`src/rtl/id_ex_operand_stage.sv`:
```
// ID/EX pipeline register with EX-stage operand forwarding from EX/MEM and MEM/WB.
// Feeds ALU src1/src2/ctrl and the forwarded store data; supports stall (hold) and flush (bubble).
module id_ex_operand_stage #(
    parameter int unsigned DATA_W = 32,
    parameter int unsigned REG_AW = 5,
    parameter int unsigned CTRL_W = 4
) (
    input  logic              clk_i,
    input  logic              rst_i,
    input  logic              stall_i,
    input  logic              flush_i,
    input  logic              valid_i,
    input  logic [DATA_W-1:0] rs_data_i,
    input  logic [DATA_W-1:0] rt_data_i,
    input  logic [DATA_W-1:0] imm_i,
    input  logic [REG_AW-1:0] rs_addr_i,
    input  logic [REG_AW-1:0] rt_addr_i,
    input  logic [REG_AW-1:0] rd_addr_i,
    input  logic [CTRL_W-1:0] alu_ctrl_i,
    input  logic              alu_src_i,
    input  logic              reg_write_i,
    input  logic              exmem_reg_write_i,
    input  logic [REG_AW-1:0] exmem_rd_i,
    input  logic [DATA_W-1:0] exmem_result_i,
    input  logic              memwb_reg_write_i,
    input  logic [REG_AW-1:0] memwb_rd_i,
    input  logic [DATA_W-1:0] memwb_data_i,
    output logic [DATA_W-1:0] src1_o,
    output logic [DATA_W-1:0] src2_o,
    output logic [CTRL_W-1:0] ctrl_o,
    output logic [DATA_W-1:0] store_data_o,
    output logic [REG_AW-1:0] rd_addr_o,
    output logic              reg_write_o,
    output logic              valid_o,
    output logic [1:0]        fwd_a_o,
    output logic [1:0]        fwd_b_o
);

    localparam logic [1:0] FWD_REG   = 2'b00;
    localparam logic [1:0] FWD_MEMWB = 2'b01;
    localparam logic [1:0] FWD_EXMEM = 2'b10;

    typedef struct packed {
        logic              valid;
        logic              reg_write;
        logic              alu_src;
        logic [CTRL_W-1:0] ctrl;
        logic [REG_AW-1:0] rs_addr;
        logic [REG_AW-1:0] rt_addr;
        logic [REG_AW-1:0] rd_addr;
        logic [DATA_W-1:0] rs_data;
        logic [DATA_W-1:0] rt_data;
        logic [DATA_W-1:0] imm;
    } id_ex_t;

    id_ex_t q;
    id_ex_t d;

    logic [1:0]        fwd_a;
    logic [1:0]        fwd_b;
    logic [DATA_W-1:0] rs_fwd;
    logic [DATA_W-1:0] rt_fwd;

    always_comb begin
        d           = '0;
        d.valid     = valid_i;
        d.reg_write = reg_write_i;
        d.alu_src   = alu_src_i;
        d.ctrl      = alu_ctrl_i;
        d.rs_addr   = rs_addr_i;
        d.rt_addr   = rt_addr_i;
        d.rd_addr   = rd_addr_i;
        d.rs_data   = rs_data_i;
        d.rt_data   = rt_data_i;
        d.imm       = imm_i;
    end

    // Pipeline register: flush loads an all-zero bubble, stall holds.
    always_ff @(posedge clk_i or posedge rst_i) begin
        if (rst_i) begin
            q <= '0;
        end else if (flush_i) begin
            q <= '0;
        end else if (!stall_i) begin
            q <= d;
        end
    end

    // Hazard detect on live downstream stages; EX/MEM is newer so it wins; r0 never forwards.
    always_comb begin
        fwd_a = FWD_REG;
        fwd_b = FWD_REG;
        if (q.valid) begin
            if (exmem_reg_write_i && (exmem_rd_i != '0) && (exmem_rd_i == q.rs_addr)) begin
                fwd_a = FWD_EXMEM;
            end else if (memwb_reg_write_i && (memwb_rd_i != '0) && (memwb_rd_i == q.rs_addr)) begin
                fwd_a = FWD_MEMWB;
            end
            if (exmem_reg_write_i && (exmem_rd_i != '0) && (exmem_rd_i == q.rt_addr)) begin
                fwd_b = FWD_EXMEM;
            end else if (memwb_reg_write_i && (memwb_rd_i != '0) && (memwb_rd_i == q.rt_addr)) begin
                fwd_b = FWD_MEMWB;
            end
        end
    end

    always_comb begin
        case (fwd_a)
            FWD_EXMEM: rs_fwd = exmem_result_i;
            FWD_MEMWB: rs_fwd = memwb_data_i;
            default:   rs_fwd = q.rs_data;
        endcase
        case (fwd_b)
            FWD_EXMEM: rt_fwd = exmem_result_i;
            FWD_MEMWB: rt_fwd = memwb_data_i;
            default:   rt_fwd = q.rt_data;
        endcase
    end

    assign src1_o       = rs_fwd;
    assign src2_o       = q.alu_src ? q.imm : rt_fwd;
    assign store_data_o = rt_fwd;
    assign ctrl_o       = q.ctrl;
    assign rd_addr_o    = q.rd_addr;
    assign reg_write_o  = q.reg_write & q.valid;
    assign valid_o      = q.valid;
    assign fwd_a_o      = fwd_a;
    assign fwd_b_o      = fwd_b;

endmodule

```
`config.mk`:
```
export PLATFORM = sky130hd
export DESIGN_NAME = id_ex_operand_stage
export DESIGN_NICKNAME = d
export VERILOG_FILES = /design/src/rtl/id_ex_operand_stage.sv
export SDC_FILE = /design/constraint.sdc
export NUM_CORES = 1
export LEC_CHECK = 0
export BUFFER_PORTS_ARGS = -buffer_cell sky130_fd_sc_hd__buf_2
export CAP_MARGIN = 5
export CORE_AREA = 2 2 121 123
export DETAILED_ROUTE_END_ITERATION = 7
export DIE_AREA = 0 0 123 125
export PLACE_DENSITY = 0.8
export SYNTH_ARGS = -nofsm -noshare
export SYNTH_HDL_FRONTEND = slang
export SYNTH_SLANG_ARGS = --single-unit
```
`constraint.sdc`:
```
create_clock -name clk_i -period 12.65 [get_ports clk_i]
set_input_delay 3.1625 -clock clk_i [delete_from_list [all_inputs] [get_ports clk_i]]
set_output_delay 3.1625 -clock clk_i [all_outputs]
set_load 0.01 [all_outputs]
```
==> results of run 1 <==
[through the flow]
| step | hold WS (ns) | worst slack (ns) | instances | instance area, sq um |
|---|---|---|---|---|
| 2_1_floorplan | 0.481 | 3.75 | 690 | 6630 |
| 3_3_place_gp | 0.499 | 3.28 | 1123 | 8170 |
| 3_5_place_dp | 0.513 | 3.22 | 1123 | 8170 |
| 4_1_cts | 0.526 | 3.20 | 1154 | 8800 |
| 5_1_grt | 0.544 | 3.01 | 1157 | 8810 |
| 6_report | 0.515 | 3.23 | 1159 | 8820 |
[registers in the layout (all words and copies together) (netlist names)]
name,flops
valid_o,1
q,108
rd_addr_o,5
ctrl_o,4
[tightest hold or removal path, cell delays in order, from the launching register on]
cell and delay (ns):
dfrtp_1 0.33, mux2i_1 0.07, nor2_1 0.07
[cell usage after synthesis (all sizes together)]
| cell | number |
|---|---|
| a22oi | 64 |
| and2 | 4 |
| buf | 21 |
| clkbuf | 44 |
| dfrtp | 118 |
| ha | 4 |
| inv | 1 |
| mux2 | 32 |
| mux2i | 118 |
| nand2 | 68 |
| nand4 | 4 |
| nor2 | 120 |
| nor4 | 4 |
| o21ai | 64 |
| or4 | 4 |
| xnor2 | 16 |
| xor2 | 4 |
[layout make-up]
type                    instances  area [sq um]  share of cell area
flip-flops and latches        118          2950               0.335
well taps                     184           230              0.0261
repair buffers                314          1600               0.181
diodes                          5          12.5             0.00142
inverters                       1          6.26            0.000710
clock buffers                  22           484              0.0549
multi-input cells             506          3390               0.384
clock inverters                 9           148              0.0167
[worst max-delay path by stage]
stage                 end  slack (ns)  depth (start not counted)
6_report        src2_o[0]        3.23                         10
5_1_grt         src2_o[0]        3.01                         10
4_1_cts         src2_o[0]        3.20                         10
3_5_place_dp    src2_o[0]        3.22                         10
3_3_place_gp    src2_o[0]        3.28                         11
2_1_floorplan  src2_o[27]        3.75                          9
[metal layers]
metal,routed length (microns),share of wire,vias up
li1,-,-,2963
met2,10400,0.47,319
met4,836,0.038,4
met1,9280,0.42,3006
met3,1710,0.077,66
met5,27,0.0012,-
[power by group]
| part | total (mW) | leakage, nW | switching (mW) | internal, mW |
|---|---|---|---|---|
| clock network | 0.513 | 0.312 | 0.165 | 0.348 |
| logic | 0.160 | 2.75 | 0.0851 | 0.0748 |
| registers | 0.414 | 1.57 | 0.0152 | 0.399 |
| total | 1.09 | 4.63 | 0.265 | 0.822 |
[cells by family after synthesis]
| kind of cell | count (synthesis) | share of synthesized area |
|---|---|---|
| simple gates | 204 | 0.123 |
| mux | 150 | 0.233 |
| flops | 118 | 0.446 |
| fa+ha+maj | 4 | 0.00755 |
| xor+xnor | 20 | 0.0264 |
| compound gates | 128 | 0.121 |
| buf+inv | 66 | 0.0438 |
==> results.md, run 1 <==
* GP Congestion at roughly 0.96
* First-pass GRT wire length at about 34000 microns
* DRC at 0
* Clock sinks at 118
* Crit end category: output port
* DR pass1 iterations at 7
* Worst R2R Start: q[115]
* Cell at the root of the clock tree: clkbuf_16
* Worst Path Max Fanout at 32
* Area contributors post-synth: dfrtp_1 (45%), mux2i_1 (18%), a22oi_1 (7.3%), nor2_1 (6.7%), mux2_2 (5.4%)
* Lkg Pwr at 4.63 nW
* Vias per cell at ~5.5
* CTS H-tree lvls at 4
* Tot Pwr at between 1 and 1.5 mW
* Peak VDD IR at around 0.085 mV
* RR Endpoint: q[115]
* Final hold vios at 0
* WL final at 22300 microns
* GR peak layer: met2
* Final core occ at 0.621
* Critical Path Start: exmem_rd_i[1]
* Count of different cell masters after synthesis at 21
* Hold Path Depth at 2
* Detailed router's first-iteration violation count at 420
* NumNets Final at about 1200
* Initial Util at 0.466
* Worst path required time at 9.49 ns
* Boundary pin count at between 300 and 400
* Max_cap viols at 0
* Pin count of the biggest net entering global routing at 66
* Max-slew violation count at 0
* Cell type group with the largest total delay on the critical path: simple AND/OR/NAND/NOR gates
* Yosys top cell by area: dfrtp_1
* TritonCTS clock tree: built
* Synthesized area per cell at 9.60 sq um
* Met1 Use GR at 0.361
* Status: finished clean
* Share of cells above drive strength 1 at 0.393
* TritonCTS Buffers at 17
* Core area at approximately 14000 sq um
* Crit Path Category: primary input to output port
* Post-synth net total at slightly below 900
* Rows at 44
* Pwr/cell area at roughly 120 nW/um^2
* Worst path cell trace: buf_2 > or4_1 > nor2_2 > nor4_1 > nor4_1 > ha_2 > a22oi_1 > o21ai_0 > mux2_2 > buf_2
* Cell area after synthesis at 6630 sq um
* Fmax at 0.106 GHz
* Post-synthesis sequential area ratio at 0.446
* Hold Startpoint: ctrl_o[1]
* Vias at 6358
* CP max-delay cell: ha_2
* Chip width at approximately 120 microns
* Deepest clock path buffer count at 2
* Top-area cell type share of the netlist area at 0.446
* Layout fillers at 1234
* #FFs+latches synth at between 100 and 150
* R2R cell count at 3
* Slew @ Worst Pin at approximately 1.1 ns
* # resized after CTS at 0
* Crit path buf inv count at 2
* Port bufs at 308
* Hold path endpoint: ctrl_o[1]
* Die ar. at between 15000 and 20000 sq um
* Crit share post-route at 0.745
* Layout Skew at 0 ns
* Met3 Use GR at 0.0785
* Setup Viol. Count Final at 0
* Post-route ant nets at 0
* Setup crit start kind: primary input
* Crit-path max cell delay at between 0.7 and 0.8 ns
* Tmin final at about 9.4 ns
* Rel. slew slack at 0.257
* GRT Resource Usage Total at 0.289
* Die H at 125 microns
* Grt met2 use at 0.460
* # hold bufs at CTS at 0
* GR Overflow Total at 0
* Yosys Warn Count at 0
* Most common cell after layout, fill and taps aside: buf_2
* Mapped Cells at about 700
* Vias in the first global route at 6284
* Worst Path Arrival at between 6 and 7 ns
* Most frequent cells in the layout: buf_2 (306), nor2_1 (119), mux2i_1 (118), dfrtp_1 (118), nand2_1 (68)
* Clk_lat worst skew at around 0.4 ns
* WL per Instance at 19.2 microns
* Antenna violations before repair at 7
* Unrepaired setup endpoints after global routing: no
* Clock-pin slew on the worst setup and hold paths at 0.05 ns
* DP HPWL at approximately 16000 microns
* Worst Hold Class: flop to flop
* Area grow syn2layout at 33.1%
* Post-CTS setup buffers at 0
* Flop2flop setup slack at ~11 ns
* Fin Setup TNS at 0 ns
(Power assumes the default switching activity.)
==> run 2, diff against run 1 <==
--- a/config.mk
+++ b/config.mk
@@ -7,10 +7,10 @@
 export LEC_CHECK = 0
 export BUFFER_PORTS_ARGS = -buffer_cell sky130_fd_sc_hd__buf_2
 export CAP_MARGIN = 5
-export CORE_AREA = 2 2 121 123
+export CORE_MARGIN = 2
+export CORE_UTILIZATION = 43
 export DETAILED_ROUTE_END_ITERATION = 7
-export DIE_AREA = 0 0 123 125
-export PLACE_DENSITY = 0.8
+export PLACE_DENSITY = 0.77
 export SYNTH_ARGS = -nofsm -noshare
 export SYNTH_HDL_FRONTEND = slang
 export SYNTH_SLANG_ARGS = --single-unit
==> constraint.sdc (replaced) <==
create_clock -name clk_i -period 7.8 [get_ports clk_i]
set_input_delay 1.95 -clock clk_i [delete_from_list [all_inputs] [get_ports clk_i]]
set_output_delay 1.95 -clock clk_i [all_outputs]
set_load 0.01 [all_outputs]
==> results.md, run 2 (synthesis gave the netlist of run 1 again) <==
* Tmin final at about 7 ns
* Die ar. at roughly 16000 sq um
* Final worst slack at 0.803 ns
* Top reg by flops: q
* Lkg Pwr at 4.65 nW
* Post-route insts no fill at 1163
* Setup Viol. Count Final at 0
* TritonCTS clock tree: built
* Max reg flops at approximately 110
* TritonCTS Buffers at 17
* Clock-pin slew on the worst setup and hold paths at about 0.050 ns
* Hold Path Depth at 2
* Initial Util at 0.437
* Cell at the root of the clock tree: clkbuf_16
* Antenna violations before repair at 3
* Flop2flop setup slack at roughly 6.5 ns
* CTS H-tree lvls at 4
* # resized after CTS at 0
* Max-slew violation count at 0
* Place WS at between 0.8 and 0.9 ns
* Status: finished clean
* GP Congestion at a little under 1
* Placed cells at roughly 1100
* Fin Setup TNS at 0 ns
* Hold path endpoint: q[10]
* Post-route ant nets at 0
* Fmax at 0.143 GHz
* Crit end category: output port
* Unrepaired setup endpoints after global routing: no
* DP HPWL at approximately 15000 microns
* Most frequent cells in the layout: buf_2 (306), nor2_1 (119), mux2i_1 (118)
* Detailed router's first-iteration violation count at roughly 310
* Boundary pin count at between 300 and 400
* Hold Startpoint: q[10]
* Rel. slew slack at 0.255
* Vias in the first global route at 6192
* RR Endpoint: q[115]
* Placed Instance Area at between 8000 and 9000 sq um
* Worst Path Max Fanout at 24
* Post-CTS setup buffers at 0
* DRC at 0
* # hold bufs at CTS at 0
* Peak VDD IR at approximately 0.15 mV
* Port bufs at about 310
* Die H at between 100 and 150 microns
* Share of cells above drive strength 1 at 0.396
* Area grow syn2layout at 33.6%
* Pin count of the biggest net entering global routing at between 100 and 150
* Crit Path Category: primary input to output port
* Worst Hold Class: flop to flop
* WL final at roughly 21000 microns
* Tot Pwr at 1.78 mW
* Deepest clock path buffer count at 2
* Chip width at roughly 130 microns
* NumNets Final at ~1200
* GR Overflow Total at 0
* Worst path required time at between 5 and 6 ns
* Layout fillers at approximately 1400
* Pwr/cell area at 202 nW/um^2
* Setup crit start kind: primary input
* WL per Instance at approximately 18 microns
* Vias at around 6200
* Vias per cell at between 5 and 6
* Max_cap viols at 0
* DR pass1 iterations at 5
* GRT Resource Usage Total at 0.254
* R2R cell count at 2
* Slew @ Worst Pin at 1.12 ns
* Layout Cell Area excl Fill at 8850 sq um
* Most common cell after layout, fill and taps aside: buf_2
* Final hold vios at 0
* Rows at 45
* Layout Skew at 0 ns
* Worst Path Arrival at about 5.1 ns
* Core area at around 15000 sq um
* Worst R2R Start: q[115]
* First-pass GRT wire length at ~32000 microns
* Clock sinks at ~120
* Clk_lat worst skew at ~0.40 ns
* Crit share post-route at 0.897
## run 2: cell count changes in the layout (fill, tap and decap cells not counted)
cell      change
clkinv_2      -1
clkbuf_8      +2
dfrtp_2       +1
diode_2       -2
dfrtp_1       -1
clkbuf_1      -1
buf_4         +2
## run 2: per-stage QoR
stage / hold WS [ns] / utilization
final: 0.516 / 0.584
after global routing: 0.544 / 0.584
after CTS: 0.523 / 0.584
after detailed placement: 0.509 / 0.541
after global placement: 0.498 / 0.541
after floorplan: 0.481 / -
## run 2: where the power goes
group / internal [mW] / total, mW / switching [mW]
combinational: 0.122 / 0.257 / 0.136
clock: 0.583 / 0.853 / 0.270
sequential: 0.647 / 0.674 / 0.0265
## run 2: worst max-delay path by stage
stage | cells after the start | start | endpoint
2_1_floorplan | 9 | exmem_rd_i[1] | src2_o[27]
3_3_place_gp | 10 | exmem_rd_i[1] | src2_o[29]
3_5_place_dp | 10 | exmem_rd_i[1] | src2_o[29]
4_1_cts | 11 | exmem_rd_i[1] | src2_o[2]
5_1_grt | 11 | exmem_rd_i[2] | src2_o[1]
6_report | 11 | exmem_rd_i[1] | src2_o[2]
## run 2: routing by layer
layer	wire length, microns	track usage	vias up
met5	13	0	-
met4	552	0.0995	2
met3	1260	0.0584	41
met2	10600	0.432	276
met1	8850	0.314	2982
li1	-	-	2944
## run 2: critical path: stages
cell     delay (ns)
buf_2          0.12
or4_1          0.55
nor2_2         0.12
nor4_1         0.10
or4_1          0.53
ha_1           0.56
buf_4          0.36
a22oi_1        0.19
o21ai_0        0.15
mux2_2         0.28
buf_2          0.14
## run 2: final cells by class
cell class / count / area (sq um) / area share
Multi-Input combinational cell: 506 / 3390 / 0.383
Sequential cell: 118 / 2950 / 0.334
Timing Repair Buffer: 316 / 1610 / 0.182
Clock buffer: 23 / 508 / 0.0574
Tap cell: 188 / 235 / 0.0266
Clock inverter: 8 / 143 / 0.0161
Antenna cell: 3 / 7.51 / 0.000848
Inverter: 1 / 6.26 / 0.000707
==> run 3, diff against run 2 <==
--- a/config.mk
+++ b/config.mk
@@ -5,7 +5,7 @@
 export SDC_FILE = /design/constraint.sdc
 export NUM_CORES = 1
 export LEC_CHECK = 0
-export BUFFER_PORTS_ARGS = -buffer_cell sky130_fd_sc_hd__buf_2
+export BUFFER_PORTS_ARGS = -buffer_cell sky130_fd_sc_hd__buf_4
 export CAP_MARGIN = 5
 export CORE_MARGIN = 2
 export CORE_UTILIZATION = 43
==> results.md, run 3 (synthesis gave the netlist of run 1 again) <==
* Status: finished clean
* WL final at 21900 microns
* Tot Pwr at around 1.8 mW
* GP Congestion at roughly 0.95
* Worst Path Arrival at roughly 5.0 ns
* Place WS at about 0.9 ns
* CTS H-tree lvls at 4
* Share of cells above drive strength 1 at 0.395
* Initial Util at 0.437
* Max_cap viols at 0
* Clk_lat worst skew at between 0.4 and 0.5 ns
* Chip width at approximately 130 microns
* DP HPWL at 15300 microns
* Worst path cell trace: buf_4 > or4_1 > nor2_2 > nor4_1 > or4_1 > ha_1 > buf_4 > a22oi_1 > o21ai_0 > mux2_2 > buf_4
* Lkg Pwr at approximately 4.8 nW
* Most used cell, CP: buf_4
* Max reg flops at around 110
* Final worst slack at 0.857 ns
* TritonCTS clock tree: built
* Rel. slew slack at 0.332
* Most common cell after layout, fill and taps aside: buf_4
* Post-CTS setup buffers at 0
* Port bufs at slightly above 300
* Vias at approximately 6300
* Vias per cell at ~5.4
* Boundary pin count at ~310
* Crit-path max cell delay at approximately 0.54 ns
* Crit end category: output port
* Setup crit start kind: primary input
* WL per Instance at 18.9 microns
* Slew @ Worst Pin at 1.00 ns
* Die ar. at around 16000 sq um
* Core area at approximately 15000 sq um
* Unrepaired setup endpoints after global routing: no
* Vias in the first global route at roughly 6300
* GRT Resource Usage Total at 0.266
* Crit Path Category: primary input to output port
* First-pass GRT wire length at around 34000 microns
* Worst path required time at 5.85 ns
* Layout Skew at 0 ns
* Clock sinks at roughly 120
* Layout fillers at 1322
* Top reg by flops: q
* DR pass1 iterations at 5
* TritonCTS Buffers at 17
* Antenna violations before repair at 1
* Cell at the root of the clock tree: clkbuf_16
* Fmax at between 0.1 and 0.15 GHz
* Deepest clock path buffer count at 2
* Setup Viol. Count Final at 0
* Most frequent cells in the layout: buf_4 (314), nor2_1 (119), mux2i_1 (118)
* Placed Instance Area at about 9000 sq um
* NumNets Final at ~1200
* Worst Hold Class: flop to flop
* Post-route ant nets at 0
* Final hold vios at 0
* Rows at 45
* Area grow syn2layout at 44.6%
* # hold bufs at CTS at 0
* Layout Cell Area excl Fill at roughly 9600 sq um
* Crit share post-route at 0.890
* Tmin final at between 6 and 7 ns
* CP max-delay cell: or4_1
* Clock-pin slew on the worst setup and hold paths at roughly 0.050 ns
* Peak VDD IR at roughly 0.13 mV
* # resized after CTS at 0
* Pwr/cell area at around 190 nW/um^2
* GR Overflow Total at 0
* Fin Setup TNS at 0 ns
* Die H at ~130 microns
* DRC at 0
* Max-slew violation count at 0
* Detailed router's first-iteration violation count at 431
* Pin count of the biggest net entering global routing at 81
* Worst Path Max Fanout at 19
run 3: cell count changes in the layout (fill, tap and decap cells not counted), sizes merged:
cell,previous run,this run
clkbuf,23,21
diode,3,1
bufinv,4,3
clkinv,3,4
clkinvlp,1,2
run 3: layer usage:
metal,GRT usage,routed length [microns],up-vias
met5,0,0,-
met4,0.122,713,0
met3,0.0580,1500,50
met2,0.444,10900,289
met1,0.331,8740,3020
li1,-,-,2940
run 3: final timing paths:
path	startpoint	to	slack, ns	cells after the start
worst max-delay path	exmem_rd_i[1]	src2_o[10]	0.86	11
worst min-delay path	q[116]	q[116]	0.52	2
worst max register to register	q[115]	q[115]	6.47	2
worst min register to register	q[116]	q[116]	0.52	2
max in group asynchronous	rst_i	q[115]	4.75	3
min in group asynchronous	rst_i	q[74]	1.66	2
run 3: power by group:
part	internal, mW	switching, mW
combinational	0.167	0.138
clock	0.530	0.271
sequential	0.647	0.0263
total	1.34	0.436
run 3: worst max-delay path: cells and delay by family:
kind | cells | cell delay [ns]
simple gates | 4 | 1.28
fa+ha+maj | 1 | 0.49
mux | 1 | 0.33
compound gates | 2 | 0.30
buf+inv | 3 | 0.61
run 3: layout make-up:
type	count	area [sq um]	share of cell area
flip-flops and latches	118	2950	0.308
clock inverters	9	125	0.0131
multi-input cells	506	3390	0.354
repair buffers	316	2390	0.249
diodes	1	2.50	0.000261
well taps	188	235	0.0246
inverters	1	6.26	0.000653
clock buffers	21	480	0.0502
run 3: stage by stage:
stage / utilization / instances / hold WS (ns)
3_5_place_dp: 0.592 / 1129 / 0.508
2_1_floorplan: - / 690 / 0.481
5_1_grt: 0.632 / 1160 / 0.533
4_1_cts: 0.632 / 1159 / 0.521
6_report: 0.632 / 1160 / 0.517
3_3_place_gp: 0.592 / 1129 / 0.499
